**src/rtl/lcd_init_sequencer.sv**
```systemverilog
// Power-on wake-up sequencer for a 4-bit HD44780-style character LCD.
// It times every phase with an external free-running clock counter. The
// counter counts while cnt_enable is high and clears on the edge after
// cnt_enable drops. The sequencer issues nibbles 0x3, 0x3, 0x3, 0x2, each
// with its own gap, and then raises init_done.
module lcd_init_sequencer #(
    parameter int T_POWERUP = 750000,
    parameter int T_WAIT1   = 205000,
    parameter int T_WAIT2   = 5000,
    parameter int T_WAIT3   = 2000,
    parameter int T_SETUP   = 2,
    parameter int T_EPULSE  = 12
) (
    input  logic        clk,
    input  logic        reset,
    input  logic [25:0] clk_cnt,
    input  logic        restart,
    output logic        cnt_enable,
    output logic [3:0]  lcd_data,
    output logic        lcd_e,
    output logic        lcd_rs,
    output logic        lcd_rw,
    output logic        init_done
);

    typedef enum logic [2:0] {
        ST_ARM     = 3'd0,
        ST_POWERUP = 3'd1,
        ST_SETUP   = 3'd2,
        ST_PULSE   = 3'd3,
        ST_GAP     = 3'd4,
        ST_DONE    = 3'd5
    } state_t;

    // Last count value of each timed state (duration N ends at count N-1).
    localparam logic [25:0] L_LAST_POWERUP = 26'(T_POWERUP - 1);
    localparam logic [25:0] L_LAST_WAIT1   = 26'(T_WAIT1 - 1);
    localparam logic [25:0] L_LAST_WAIT2   = 26'(T_WAIT2 - 1);
    localparam logic [25:0] L_LAST_WAIT3   = 26'(T_WAIT3 - 1);
    localparam logic [25:0] L_LAST_SETUP   = 26'(T_SETUP - 1);
    localparam logic [25:0] L_LAST_EPULSE  = 26'(T_EPULSE - 1);

    state_t      r_state;
    logic [1:0]  r_step;
    logic [3:0]  r_data;
    logic        r_e;
    logic        r_done;

    logic [25:0] w_last;
    logic        w_timed;
    logic        w_expired;

    // Nibble written for each step of the wake-up sequence.
    function automatic logic [3:0] step_nibble(input logic [1:0] step);
        logic [3:0] nib;
        case (step)
            2'd0:    nib = 4'h3;
            2'd1:    nib = 4'h3;
            2'd2:    nib = 4'h3;
            2'd3:    nib = 4'h2;
            default: nib = 4'h3;
        endcase
        return nib;
    endfunction

    // Final count of the gap that follows each step's E pulse.
    function automatic logic [25:0] gap_last(input logic [1:0] step);
        logic [25:0] last;
        case (step)
            2'd0:    last = L_LAST_WAIT1;
            2'd1:    last = L_LAST_WAIT2;
            2'd2:    last = L_LAST_WAIT3;
            2'd3:    last = L_LAST_WAIT3;
            default: last = L_LAST_WAIT3;
        endcase
        return last;
    endfunction

    // Select the final count of the current timed state; untimed states hold the counter clear.
    always_comb begin
        w_last  = 26'd0;
        w_timed = 1'b0;
        case (r_state)
            ST_POWERUP: begin
                w_last  = L_LAST_POWERUP;
                w_timed = 1'b1;
            end
            ST_SETUP: begin
                w_last  = L_LAST_SETUP;
                w_timed = 1'b1;
            end
            ST_PULSE: begin
                w_last  = L_LAST_EPULSE;
                w_timed = 1'b1;
            end
            ST_GAP: begin
                w_last  = gap_last(r_step);
                w_timed = 1'b1;
            end
            default: begin
                w_last  = 26'd0;
                w_timed = 1'b0;
            end
        endcase
    end

    // A count at or beyond the last value ends the phase, even when the count is stale or out of range.
    assign w_expired  = (clk_cnt >= w_last);
    assign cnt_enable = w_timed & ~w_expired;

    // Sequencer state machine with registered LCD strobe, data and done flag.
    always_ff @(posedge clk or negedge reset) begin
        if (!reset) begin
            r_state <= ST_ARM;
            r_step  <= 2'd0;
            r_data  <= 4'h0;
            r_e     <= 1'b0;
            r_done  <= 1'b0;
        end else begin
            case (r_state)
                ST_ARM: begin
                    r_state <= ST_POWERUP;
                end
                ST_POWERUP: begin
                    if (w_expired) begin
                        r_state <= ST_SETUP;
                        r_data  <= step_nibble(r_step);
                    end
                end
                ST_SETUP: begin
                    if (w_expired) begin
                        r_state <= ST_PULSE;
                        r_e     <= 1'b1;
                    end
                end
                ST_PULSE: begin
                    if (w_expired) begin
                        r_state <= ST_GAP;
                        r_e     <= 1'b0;
                    end
                end
                ST_GAP: begin
                    if (w_expired) begin
                        if (r_step == 2'd3) begin
                            r_state <= ST_DONE;
                            r_done  <= 1'b1;
                        end else begin
                            r_state <= ST_SETUP;
                            r_step  <= r_step + 2'd1;
                            r_data  <= step_nibble(r_step + 2'd1);
                        end
                    end
                end
                ST_DONE: begin
                    if (restart) begin
                        r_state <= ST_ARM;
                        r_step  <= 2'd0;
                        r_done  <= 1'b0;
                    end
                end
                default: begin
                    r_state <= ST_ARM;
                    r_step  <= 2'd0;
                    r_e     <= 1'b0;
                    r_done  <= 1'b0;
                end
            endcase
        end
    end

    assign lcd_data  = r_data;
    assign lcd_e     = r_e;
    assign init_done = r_done;
    assign lcd_rs    = 1'b0;
    assign lcd_rw    = 1'b0;

endmodule

```
**config.mk**
```make
export PLATFORM = sky130hd
export DESIGN_NAME = lcd_init_sequencer
export DESIGN_NICKNAME = d
export VERILOG_FILES = /design/src/rtl/lcd_init_sequencer.sv
export SDC_FILE = /design/constraint.sdc
export NUM_CORES = 1
export LEC_CHECK = 0
export CORE_MARGIN = 5
export CORE_UTILIZATION = 35
export CTS_CLUSTER_DIAMETER = 40
export DETAILED_ROUTE_END_ITERATION = 16
export MAX_ROUTING_LAYER = met4
export PLACE_DENSITY_LB_ADDON = 0.15
export SYNTH_ARGS = -nofsm -noshare
export SYNTH_HDL_FRONTEND = slang
export SYNTH_SLANG_ARGS = --single-unit
```
**constraint.sdc**
```tcl
create_clock -name clk -period 4 [get_ports clk]
set_input_delay 0.8 -clock clk [delete_from_list [all_inputs] [get_ports clk]]
set_output_delay 0.8 -clock clk [all_outputs]
set_load 0.005 [all_outputs]
```
==> results.md <==
* Status: finished, final reports clean
* Required @ worst endpoint at 3.20 ns
* Final Hold Vio Count at 0
* Synthesized flop and latch total at 9
* Maxcap violations at 0
* Final ANT Viol Nets at 0
* Post-Layout Cell Count at 213
* Filler cells at 302
* Tmin final at 3.769 ns
* Drt initial violations at 34
* Cts hold-fix bufs at 0
* # placed instances at 204
* Most common cell in the netlist: ha_1
* Slew Limit Headroom at 0.6274
* Die area at 0.004477 mm2
* Period utilization at 0.9423
* Core Box Area at 0.003078 mm2
* Final WS setup at 0.2308 ns
* EDFF count, synth at 0
* Pre-CTS setup slack at 0.09211 ns
* DP HPWL at 2440 um
* DR vias/cell at 5.103
* Crit. path cell count at 11
* DR WL/cell at 14.33 um
* Ys flop type: dfrtp_1
* Largest net degree at the start of global routing at 16
* Met2 usage at 0.2748
* Storage cell area at 226.5 um2
* GRT Total Usage at 0.1504
* CTS max path bufs at 2
* Area growth syn-to-layout at 42.38%
* Cell taking the most area after synthesis: ha_1
* Worst reg2reg path depth at 11
* Setup slack, reg-to-reg at 0.98 ns
* Area of the multi-input gates at 857.1 um2
* Clock-pin slew on the worst setup and hold paths at 0.06 ns
* Crit path launch type: register
* Maximum VDD drop at 0.2856 mV
* CTS tree: built
* Global-route wire length before repair at 5085 um
* Largest cells by area after synthesis: ha_1, dfrtp_1, a21oi_1
* TritonRoute pass-1 iters at 4
* Setup TNS at 0 ns
* Top-area cell type share of the netlist area at 0.2428
* Routed WL at 3052 um
* Total power at 0.0008888 W
* Crit path largest cell delay at 0.54 ns
* RSZ-0062 raised after global routing: false
* Cells after synthesis at 125
* Arrival time at the worst endpoint at 2.97 ns
* Initial Util at 0.3683
* Post-synth top cells: ha_1, dfrtp_1, nand2_1, nor2_1
* Met1 Use GR at 0.1626
* Power Density at 550.6 mW/mm2
* Initial antenna violation count at 0
* Fmax at 265.3 MHz
* Synth async-reset ratio at 1.000
* Crit-path max FO at 10
* Slew @ Worst Pin at 0.5550 ns
* Avg Inst Size Synth at 9.069 um2
* Area of the mapped netlist at 0.001134 mm2
* Critical-path cell list: nor2_1 -> xnor2_1 -> ha_1 -> nand2b_1 -> a21oi_1 -> o21a_2 -> o211ai_2 -> a31oi_4 -> nand2_1 -> inv_1 -> dlygate4sd2_1
* Drt drc at 0
* Area after DPL at 0.001518 mm2
* Setup CP Type: register to output pin
* Boundary pin count at 38
* Gr ovfl total at 0
* Worst Setup End Kind: output pin
* ANT cells at 0
* Yosys cell types at 49
* Die H at 66.91 um
* Nets at 221
* CTS H-tree depth at 1
* Cell area after layout at 0.001614 mm2
* Vias in the first global route at 1147
* Site Rows at 20
* Yosys warning count at 0
* Slew Viols, Final at 0
* CP bufs+invs at 2
* Clock Latency Late Sink at 0.26 ns
* Cell at the root of the clock tree: clkbuf_4
* Crit path max-delay cell type: dfrtp_1
* Port Buffers at 33
* CP top delay family: compound AO/OA/AOI/OAI gates
* Most Crowded Layer GR: met2
* Leakage at 0.6998 nW
* GPL Wtd Cong at 0.8052
* # setup viols final at 0
* Vias at 1087
* Min-delay worst type: register to register
* Hold path cells at 1
* Die W at 66.91 um
* Layout cells sized above 1 at 0.1953
* Clock sinks at 9
* GRT met3 Usage at 0.04216
* Seq/Total Area, Yosys at 0.1987
* CTS Buf Count at 3
* Clk_skew at 0.003688 ns
-- state kept, by name, summed over array words and instances, names as in the netlist --
signal,count
r_step,2
r_state,3
lcd_data,2
lcd_e,1
init_done,1
-- cells in the final DEF, fill, tap and decap left out, drive strengths merged, types with 2 or more instances in the layout --
| master | Yosys | final |
|---|---|---|
| o22a | 2 | 2 |
| o21bai | 2 | 2 |
| nor2b | 2 | 2 |
| o21ai | 3 | 3 |
| or3 | 3 | 3 |
| a21oi | 9 | 9 |
| nor2 | 10 | 10 |
| ha | 22 | 22 |
| clkbuf | 0 | 4 |
| conb | 1 | 4 |
| dfrtp | 9 | 9 |
| nand2 | 9 | 9 |
| mux2i | 2 | 2 |
| inv | 8 | 8 |
| and4b | 2 | 2 |
| a211oi | 3 | 3 |
| buf | 8 | 12 |
| a221o | 2 | 2 |
| o31ai | 2 | 2 |
| nand3 | 2 | 2 |
| nand2b | 3 | 3 |
| clkdlybuf4s50 | 0 | 32 |
| o211ai | 3 | 3 |
-- layout make-up --
class | count | share of cell area
well taps | 44 | 0.03411
inverters | 8 | 0.01860
multi-input cells | 103 | 0.5310
clock buffers | 4 | 0.01628
flip-flops and latches | 9 | 0.1403
repair buffers | 45 | 0.2597
-- worst register-to-register path: stages (launching register included) --
cell      delay, ns
dfrtp_1        0.50
nor2_1         0.36
xnor2_1        0.26
ha_1           0.33
nand2b_1       0.09
a21oi_1        0.07
o21a_2         0.21
o211ai_2       0.17
a31oi_4        0.10
buf_4          0.20
a221o_2        0.39
a32o_1         0.21
-- repair_timing --
item / in CTS / in global routing
resized for setup: 9 / 0
endpoints found under the setup margin: 1 / 0
buffers inserted: 5 / 0
-- kinds of logic after synthesis --
logic type / after synthesis / share of synthesized area
mux: 2 / 0.01766
fa+ha+maj: 22 / 0.2428
xor+xnor: 1 / 0.007728
other cells: 1 / 0.003308
simple gates: 39 / 0.1854
buf+inv: 16 / 0.08388
compound gates: 35 / 0.2605
flops: 9 / 0.1987
-- worst paths after layout --
check | startpoint | to
hold / removal | lcd_data[1] | lcd_data[1]
setup / recovery | r_state[0] | cnt_enable
setup reg to reg | r_state[0] | r_step[1]
max in group asynchronous | reset | r_state[1]
min in group asynchronous | reset | lcd_data[0]
hold reg to reg | lcd_data[1] | lcd_data[1]
-- per-layer routing --
layer / wire length, um / vias up
li1: - / 544
met1: 1229 / 510
met2: 1627 / 31
met3: 188 / 2
met4: 7 / 0
met5: 0 / -
-- power breakdown --
group / leakage, nW / total [W] / switching (W) / internal (W)
Sequential: 0.107 / 0.000170 / 0.0000441 / 0.000126
Clock: 0.0150 / 0.0000691 / 0.0000308 / 0.0000384
Combinational: 0.578 / 0.000649 / 0.000332 / 0.000317
-- stage by stage --
stage / hold WS (ns) / utilization
CTS: 0.4894 / 0.5244
floorplan: 0.4678 / -
global placement: 0.4605 / 0.4931
finish: 0.4802 / 0.5244
detailed placement: 0.4731 / 0.4931
global route: 0.5213 / 0.5244
(Power assumes the default switching activity.)
